$ cat src/rtl/uart_word_loader.sv
// Parses SYNC/ADDR/COUNT/DATA/CHK load packets from the UART byte stream and
// writes little-endian words into memory, with checksum and inter-byte timeout.
module uart_word_loader #(
  parameter int                    BYTE_WIDTH     = 8,
  parameter int                    WORD_WIDTH     = 32,
  parameter int                    ADDR_WIDTH     = 8,
  parameter logic [BYTE_WIDTH-1:0] SYNC_BYTE      = 8'hA5,
  parameter int                    TIMEOUT_CYCLES = 1000000
) (
  input  logic                  clk,
  input  logic                  rst,
  input  logic                  rx_done,
  input  logic [BYTE_WIDTH-1:0] data_in,
  output logic                  mem_we,
  output logic [ADDR_WIDTH-1:0] mem_addr,
  output logic [WORD_WIDTH-1:0] mem_wdata,
  output logic                  busy,
  output logic                  load_done,
  output logic                  load_error,
  output logic [1:0]            err_code
);

  localparam int BPW = WORD_WIDTH / BYTE_WIDTH;
  localparam int BIW = (BPW > 1) ? $clog2(BPW) : 1;
  localparam int CW  = ADDR_WIDTH + 1;
  localparam int TW  = $clog2(TIMEOUT_CYCLES + 1);

  localparam logic [TW-1:0]  TIMER_LAST = TW'(TIMEOUT_CYCLES - 1);
  localparam logic [TW-1:0]  TIMER_ONE  = TW'(1);
  localparam logic [BIW-1:0] BYTE_LAST  = BIW'(BPW - 1);
  localparam logic [BIW-1:0] BIDX_ONE   = BIW'(1);
  localparam logic [CW-1:0]  CNT_ONE    = CW'(1);

  typedef enum logic [2:0] {
    S_IDLE,
    S_ADDR,
    S_COUNT,
    S_DATA,
    S_CHECK
  } state_t;

  state_t r_state;
  state_t w_nextState;

  logic [ADDR_WIDTH-1:0] r_base;
  logic [CW-1:0]         r_count;
  logic [CW-1:0]         r_wordIdx;
  logic [BIW-1:0]        r_byteIdx;
  logic [WORD_WIDTH-1:0] r_word;
  logic [BYTE_WIDTH-1:0] r_chk;
  logic [TW-1:0]         r_timer;

  logic                  r_memWe;
  logic [ADDR_WIDTH-1:0] r_memAddr;
  logic [WORD_WIDTH-1:0] r_memWdata;
  logic                  r_busy;
  logic                  r_loadDone;
  logic                  r_loadError;
  logic [1:0]            r_errCode;

  logic [ADDR_WIDTH-1:0] w_byteAsAddr;
  logic [CW-1:0]         w_countLoad;
  logic [WORD_WIDTH-1:0] w_assembled;
  logic                  w_lastByte;
  logic                  w_lastWord;
  logic                  w_timerHit;
  logic                  w_write;
  logic                  w_done;
  logic                  w_bad;
  logic                  w_timeout;

  // A COUNT byte of zero stands for a full 2^ADDR_WIDTH-word load.
  assign w_byteAsAddr = ADDR_WIDTH'(data_in);
  assign w_countLoad  = (w_byteAsAddr == '0) ? {1'b1, {ADDR_WIDTH{1'b0}}}
                                             : {1'b0, w_byteAsAddr};
  assign w_lastByte   = (r_byteIdx == BYTE_LAST);
  assign w_lastWord   = (r_wordIdx == (r_count - CNT_ONE));
  assign w_timerHit   = (r_timer == TIMER_LAST) && !rx_done;

  always_comb begin
    w_assembled = r_word;
    for (int b = 0; b < BPW; b++) begin
      if (r_byteIdx == BIW'(b)) begin
        w_assembled[b*BYTE_WIDTH +: BYTE_WIDTH] = data_in;
      end
    end
  end

  always_ff @(posedge clk) begin
    if (rst) begin
      r_state <= S_IDLE;
    end else begin
      r_state <= w_nextState;
    end
  end

  always_comb begin
    w_nextState = r_state;
    w_write     = 1'b0;
    w_done      = 1'b0;
    w_bad       = 1'b0;
    w_timeout   = 1'b0;
    case (r_state)
      S_IDLE: begin
        if (rx_done && (data_in == SYNC_BYTE)) begin
          w_nextState = S_ADDR;
        end
      end
      S_ADDR: begin
        if (rx_done) begin
          w_nextState = S_COUNT;
        end else if (w_timerHit) begin
          w_nextState = S_IDLE;
          w_timeout   = 1'b1;
        end
      end
      S_COUNT: begin
        if (rx_done) begin
          w_nextState = S_DATA;
        end else if (w_timerHit) begin
          w_nextState = S_IDLE;
          w_timeout   = 1'b1;
        end
      end
      S_DATA: begin
        // SYNC_BYTE values are ordinary payload here; no resync mid-packet.
        if (rx_done) begin
          if (w_lastByte) begin
            w_write = 1'b1;
            if (w_lastWord) begin
              w_nextState = S_CHECK;
            end
          end
        end else if (w_timerHit) begin
          w_nextState = S_IDLE;
          w_timeout   = 1'b1;
        end
      end
      S_CHECK: begin
        if (rx_done) begin
          w_nextState = S_IDLE;
          if (data_in == r_chk) begin
            w_done = 1'b1;
          end else begin
            w_bad = 1'b1;
          end
        end else if (w_timerHit) begin
          w_nextState = S_IDLE;
          w_timeout   = 1'b1;
        end
      end
      default: begin
        w_nextState = S_IDLE;
      end
    endcase
  end

  always_ff @(posedge clk) begin
    if (rst) begin
      r_base      <= '0;
      r_count     <= '0;
      r_wordIdx   <= '0;
      r_byteIdx   <= '0;
      r_word      <= '0;
      r_chk       <= '0;
      r_timer     <= '0;
      r_memWe     <= 1'b0;
      r_memAddr   <= '0;
      r_memWdata  <= '0;
      r_busy      <= 1'b0;
      r_loadDone  <= 1'b0;
      r_loadError <= 1'b0;
      r_errCode   <= 2'b00;
    end else begin
      r_memWe     <= w_write;
      r_loadDone  <= w_done;
      r_loadError <= w_bad | w_timeout;
      // busy stays up through the cycle that carries the completion pulse.
      r_busy      <= (w_nextState != S_IDLE) | w_done | w_bad | w_timeout;

      if (rx_done || (w_nextState == S_IDLE)) begin
        r_timer <= '0;
      end else begin
        r_timer <= r_timer + TIMER_ONE;
      end

      if (w_write) begin
        r_memAddr  <= r_base + r_wordIdx[ADDR_WIDTH-1:0];
        r_memWdata <= w_assembled;
        r_wordIdx  <= r_wordIdx + CNT_ONE;
      end

      if (rx_done) begin
        case (r_state)
          S_IDLE: begin
            if (data_in == SYNC_BYTE) begin
              r_errCode <= 2'b00;
            end
          end
          S_ADDR: begin
            r_base <= w_byteAsAddr;
            r_chk  <= data_in;
          end
          S_COUNT: begin
            r_count   <= w_countLoad;
            r_chk     <= r_chk ^ data_in;
            r_byteIdx <= '0;
            r_wordIdx <= '0;
          end
          S_DATA: begin
            r_word    <= w_assembled;
            r_chk     <= r_chk ^ data_in;
            r_byteIdx <= w_lastByte ? '0 : (r_byteIdx + BIDX_ONE);
          end
          default: begin
          end
        endcase
      end

      if (w_bad) begin
        r_errCode <= 2'b01;
      end else if (w_timeout) begin
        r_errCode <= 2'b10;
      end
    end
  end

  assign mem_we     = r_memWe;
  assign mem_addr   = r_memAddr;
  assign mem_wdata  = r_memWdata;
  assign busy       = r_busy;
  assign load_done  = r_loadDone;
  assign load_error = r_loadError;
  assign err_code   = r_errCode;

endmodule

$ cat config.mk
export PLATFORM = sky130hd
export DESIGN_NAME = uart_word_loader
export DESIGN_NICKNAME = d
export VERILOG_FILES = /design/src/rtl/uart_word_loader.sv
export SDC_FILE = /design/constraint.sdc
export NUM_CORES = 1
export LEC_CHECK = 0
export BUFFER_PORTS_ARGS = -buffer_cell sky130_fd_sc_hd__clkbuf_2
export CORE_MARGIN = 2
export CORE_UTILIZATION = 59
export DETAILED_ROUTE_END_ITERATION = 10
export HOLD_SLACK_MARGIN = 0.08
export PLACE_DENSITY = 0.82
export SYNTH_ARGS = -nofsm -noshare
export SYNTH_HDL_FRONTEND = slang
export SYNTH_SLANG_ARGS = --single-unit
$ cat constraint.sdc
create_clock -name clk -period 2.8 [get_ports clk]
set_clock_uncertainty 0.1 [all_clocks]
set_input_delay 0.28 -clock clk [delete_from_list [all_inputs] [get_ports clk]]
set_output_delay 0.28 -clock clk [all_outputs]
set_load 0.02 [all_outputs]
=== Word level (Yosys, flattened, before mapping) ===
Index checks and enable logic that the tools add are counted.

* Register bits: 137
* ROM bits: 0
* Input port bits: 11
* Output and inout bits: 46
* Bits in latches: 0
* Word-level logic and storage cells: 102
* RAM bits: 0
* Memories: 0

* Add/subtract/negate cells: 5
* Bitwise gates (word level): 5
* Shift-type cells: 0
* Equal/unequal tests: 11
* Divide/modulo/power cells: 0
* Order comparisons: 0
* Multiplexer cells: 37
* Reductions and logical operators: 28
* Multiply operators: 0

{| class="wikitable"
|+ Operators with widths
! operator !! count
|-
| 9-bit 2-to-1 mux || 4
|-
| 8-bit 2-to-1 mux || 4
|-
| 3-bit 2-to-1 mux || 8
|-
| 20-bit by 1-bit adder with 20-bit output, second input constant || 1
|-
| 20-bit equality test, second input constant || 1
|-
| 8-bit case mux with 2 select lines || 1
|-
| 3-bit case mux with 5 select lines || 1
|-
| 1-bit 2-to-1 mux || 13
|-
| 3-bit nonzero test || 4
|-
| 2-bit 2-to-1 mux || 5
|-
| 2-bit AND reduction || 5
|-
| 2-bit nonzero test || 5
|-
| 9-bit by 1-bit adder with 9-bit output, second input constant || 1
|-
| 9-bit equality test || 1
|-
| 9-bit by 1-bit subtractor with 9-bit output, second input constant || 1
|-
| 8-bit adder || 1
|-
| 8-bit equality test || 1
|-
| 8-bit equality test, second input constant || 1
|-
| 8-bit zero test || 1
|-
| 8-bit bitwise XOR || 1
|-
| 3-bit by 2-bit equality test with 1-bit output, second input constant || 2
|-
| 3-bit zero test || 2
|-
| 3-bit AND reduction || 2
|-
| 2-bit OR reduction || 3
|-
| 12 further kinds || 17
|}

=== Longest topological paths before layout ===
* Depth after elaboration: 10
* Depth in mapped cells: 10
* Gate-level depth less buffers: 9

=== Least setup slack after synthesis ===
Ideal clock, no wire load.

* Path type: reg-to-reg
* From: reg r_count[0]
* To: reg r_timer[10]
* Buffers on the path: 2
* Stages on the path, launching flop included: 11
* Setup time: 146 ps
* Data arrival time: 2029 ps
* Required time: 2554 ps
* Period minus slack after synthesis: 2275 ps
* Slack: 525 ps
* Path through: dfxtp_1 inv_1 ha_1 buf_2 o21ba_2 a22oi_1 mux2i_1 a2111oi_4 o31a_4 buf_6 a211oi_2

* Longest elaborated chain between the ends: 9

{| class="wikitable"
|+ RTL lines
! what !! RTL line !! text
|-
| from (decl) || 46 || <nowiki>logic [CW-1:0] r_count;</nowiki>
|-
| from (signal assigned) || 205 || <nowiki>r_count <= w_countLoad;</nowiki>
|-
| 9-bit by 1-bit subtractor with 9-bit output || 77 || <nowiki>assign w_lastWord = (r_wordIdx == (r_count - CNT_ONE));</nowiki>
|-
| 9-bit equality test || 77 ||
|-
| 3-bit 2-to-1 mux || 130 || <nowiki>if (w_lastWord) begin</nowiki>
|-
| 3-bit 2-to-1 mux || 128 || <nowiki>if (w_lastByte) begin</nowiki>
|-
| 3-bit 2-to-1 mux || 127 || <nowiki>if (rx_done) begin</nowiki>
|-
| 3-bit case mux with 5 select lines || 103 || <nowiki>case (r_state)</nowiki>
|-
| 3-bit zero test || 181 || <nowiki>if (rx_done || (w_nextState == S_IDLE)) begin</nowiki>
|-
| 1-bit logical OR || 181 ||
|-
| 2-bit OR reduction (no line) || n/a ||
|-
| to (signal assigned) || 184 || <nowiki>r_timer <= r_timer + TIMER_ONE;</nowiki>
|-
| to (decl) || 51 || <nowiki>logic [TW-1:0] r_timer;</nowiki>
|}

No other way between the ends.
A chain may end at the register's enable or synchronous reset.

=== Worst setup path after layout ===
* From: reg r_count[0]
* To: reg r_timer[18]

The elaborated chain is that of the path after synthesis.

==> results_dict.tcl <==
set metrics [dict create \
    outcome "finished, final reports clean" \
    fmax_mhz 388.2 \
    slew_headroom_pct 52.36 \
    syn_area_um2 6115 \
    drive_gt1_share_pct 16.54 \
    ir_drop_uv 474.9 \
    ant_nets 0 \
    worstSetupPathType "flop to flop" \
    r2r_setup_slack_ns 0.22 \
    cp_cell_sequence "inv_1 > ha_1 > o21ba_2 > a22oi_1 > mux2i_1 > a2111oi_4 > o31a_4 > a211oi_2" \
    rsz0062_at_grt "no" \
    gr-usage-met2_pct 45.90 \
    wl_per_cell_um 16.01 \
    grt_pass1_wl_mm 24.39 \
    seq_area_frac_synth_pct 42.23 \
    yosysMostFrequentCell "dfxtp_1" \
    cts_tree "built" \
    drtPass1Iterations 6 \
    vias_per_cell 5.894 \
    multi_input_area_um2 3233 \
    report.final.slew_viol_count 0 \
    synth_top_cell_area_share_pct 42.23 \
    synthFlopType "dfxtp_1" \
    clk_pin_slew_worst_paths_ns 0.06 \
    cap_violations 0 \
    synthTopCellsByCount "129 x dfxtp_1, 124 x nand2_1, 67 x a21oi_1" \
    antennaDiodeCount 0 \
    insertion_delay_ns 0.53 \
    die_w_um 105.8 \
    dp_slack_ns 0.2343 \
    dpl.hpwl_mm 9.281 \
    synth-edff-count 0 \
    synthArstFlopShare_pct 0 \
    pin_count 57 \
    leakage_nw 2.533 \
    switching_share_pct 23.89 \
    synth.avg_cell_area_um2 8.528 \
    cellInternalPower_mw 3.092 \
    hp-start "data_in[3]" \
    slowest_stage "a2111oi_4" \
    yosys.area.top_type "dfxtp_1" \
    cts_made_buffers 17 \
    clock-sinks 129 \
    synth_seq_cells 129 \
    period_share_pct 91.99 \
    setup_viol 0 \
    cp.arrival_ns 2.87 \
    tns_ns 0 \
    critPathMaxStageDelay_ns 0.43 \
    p_clk_share_pct 52.2 \
    grt_util_all_layers_pct 27.44 \
    grt_pass1_vias 5186 \
    crit_path_start_kind "flop" \
    met3_usage_pct 7.359 \
    cts_resized 0 \
    max-clock-path-buffers 2 \
    synthCells 717 \
    yosysUniqueCellTypes 53 \
    h-tree-depth 4 \
    hold_viol 0 \
    hp-class "input pin to flop" \
    antenna_found_initial 0 \
    final_util_pct 69.12 \
    syn2layout_area_growth_pct 15.12 \
    p_per_area_nw_per_um2 577.1 \
    seq_area_um2 2582 \
    final_nets 781 \
    critical_path_required_ns 3.10 \
    r2r_start "r_count[0]" \
    row_count 37 \
    dieArea_um2 11190 \
    whs_path_depth 4 \
    port_buffers 56 \
    reg2reg_to "r_timer[18]" \
    grt_max_degree 67 \
    finalCriticalPeriod_ns 2.576 \
    switching_power_mw 0.9705 \
    dr_total_vias 5328 \
    ys.warnings.count 0 \
    yosys-top-cells-area "dfxtp_1 42%, nand2_1 7.6%, a21oi_1 5.5%" \
    worst_pin_slew_ns 0.7125 \
    drc 0 \
    initial_core_util_pct 60.04 \
    drt-initial-drc-count 344 \
    busiest_layer "met2" \
    fin_ws_ns 0.2241 \
    coreArea_um2 10180 \
    nFillCells 802 \
    whs_ns 0.1041 \
    synth_nets 743 \
    critical_path_peak_fanout 22 \
    grt_use_met1_pct 33.28 \
    ff2ff_path_depth 8 \
    grt_overflow 0 \
    end_kind "flop" \
    clockRootBuffer "clkbuf_8" \
    wl_mm 14.48 \
    pwr-share-comb_pct 2.5 \
    whs_endpoint "r_word[11]" \
    die_h_um 105.8 \
    place_congestion 0.8978 \
    seq_power_share_pct 45.2 \
]
layout make-up:
class | count | share of cell area [%]
timing repair buffer | 73 | 5.972
clock buffer | 18 | 6.079
multi-input combinational | 518 | 45.93
inverter | 16 | 0.8532
clock inverter | 14 | 2.062
tap | 136 | 2.417
sequential | 129 | 36.69
metal layers:
metal | vias to the layer above | wire length [µm]
met5 | - | 0
met4 | 0 | 482
met3 | 45 | 690
met2 | 182 | 7228
met1 | 2541 | 6074
li1 | 2560 | -
what timing repair did:
item,CTS,global route
hold buffers,5,0
setup buffers,0,0
hold endpoints to repair,3,0
power by group through the flow:
stage / registers, mW / clock network, mW / logic [mW]
global route: 1.84 / 2.22 / 0.111
floorplan: 1.88 / 0 / 0.0625
finish: 1.84 / 2.12 / 0.103
global placement: 1.88 / 0 / 0.0937
CTS: 1.84 / 2.14 / 0.101
detailed placement: 1.88 / 0 / 0.0958
worst max-delay path: cells and delay by family (launching register included):
| kind | cells | cell delay, ns |
|---|---|---|
| DFF | 1 | 0.41 |
| adders and majority gates | 1 | 0.30 |
| muxes | 1 | 0.13 |
| buffers and inverters | 1 | 0.08 |
| AOI/OAI and AO/OA | 5 | 1.42 |
cells in the final DEF (no fill, tap or decap), drive strengths merged, types with 2 or more instances in the layout:
cell and n:
dfxtp 129, nand2 124, clkbuf 73, a21oi 68
nor2 55, a211oi 46, nand3 39, xor2 27
xnor2 27, mux2i 25, inv 23, ha 14
buf 13, nor3 12, and3 10, o21ai 9
nand4 7, nor4 7, or3 6, nor2b 5
clkinvlp 5, dlygate4sd3 5, and2 4, nor4b 3
nand3b 3, o211ai 3, or2 2, nand2b 2
nor3b 2, o31a 2
worst max path at each step:
stage                     from          end  slack, ns  depth (start not counted)
detailed placement  r_count[0]   r_timer[2]       0.23                          8
CTS                 r_count[0]   r_timer[2]       0.22                          8
global placement    r_count[0]   r_timer[2]       0.40                          8
global route        r_count[0]   r_timer[2]       0.06                          8
floorplan           r_count[0]  r_timer[10]       0.52                         10
finish              r_count[0]  r_timer[18]       0.22                          8
registers in the layout, indices dropped and copies added (netlist names), 2 cells and up:
signal / count
err_code: 2
mem_addr: 8
r_count: 9
r_wordIdx: 9
r_timer: 20
r_chk: 8
r_state: 3
r_word: 24
mem_wdata: 32
r_base: 8
r_byteIdx: 2
stage by stage:
| step | area (µm²) | power (mW) | std cells |
|---|---|---|---|
| 2_1_floorplan | 6115 | 1.940 | 717 |
| 4_1_cts | 7039 | 4.075 | 904 |
| 5_1_grt | 7039 | 4.170 | 904 |
| 3_3_place_gp | 6416 | 1.971 | 867 |
| 6_report | 7039 | 4.062 | 904 |
| 3_5_place_dp | 6416 | 1.973 | 867 |
logic make-up after synthesis:
family | count (synthesis) | synth area share, %
AOI/OAI and AO/OA | 138 | 15.90
muxes | 25 | 4.092
adders and majority gates | 15 | 3.192
xor gates and xnor gates | 54 | 7.858
and+or+nand+nor | 286 | 21.81
buffers and inverters | 70 | 4.911
DFF | 129 | 42.23
(Power assumes the default switching activity.)
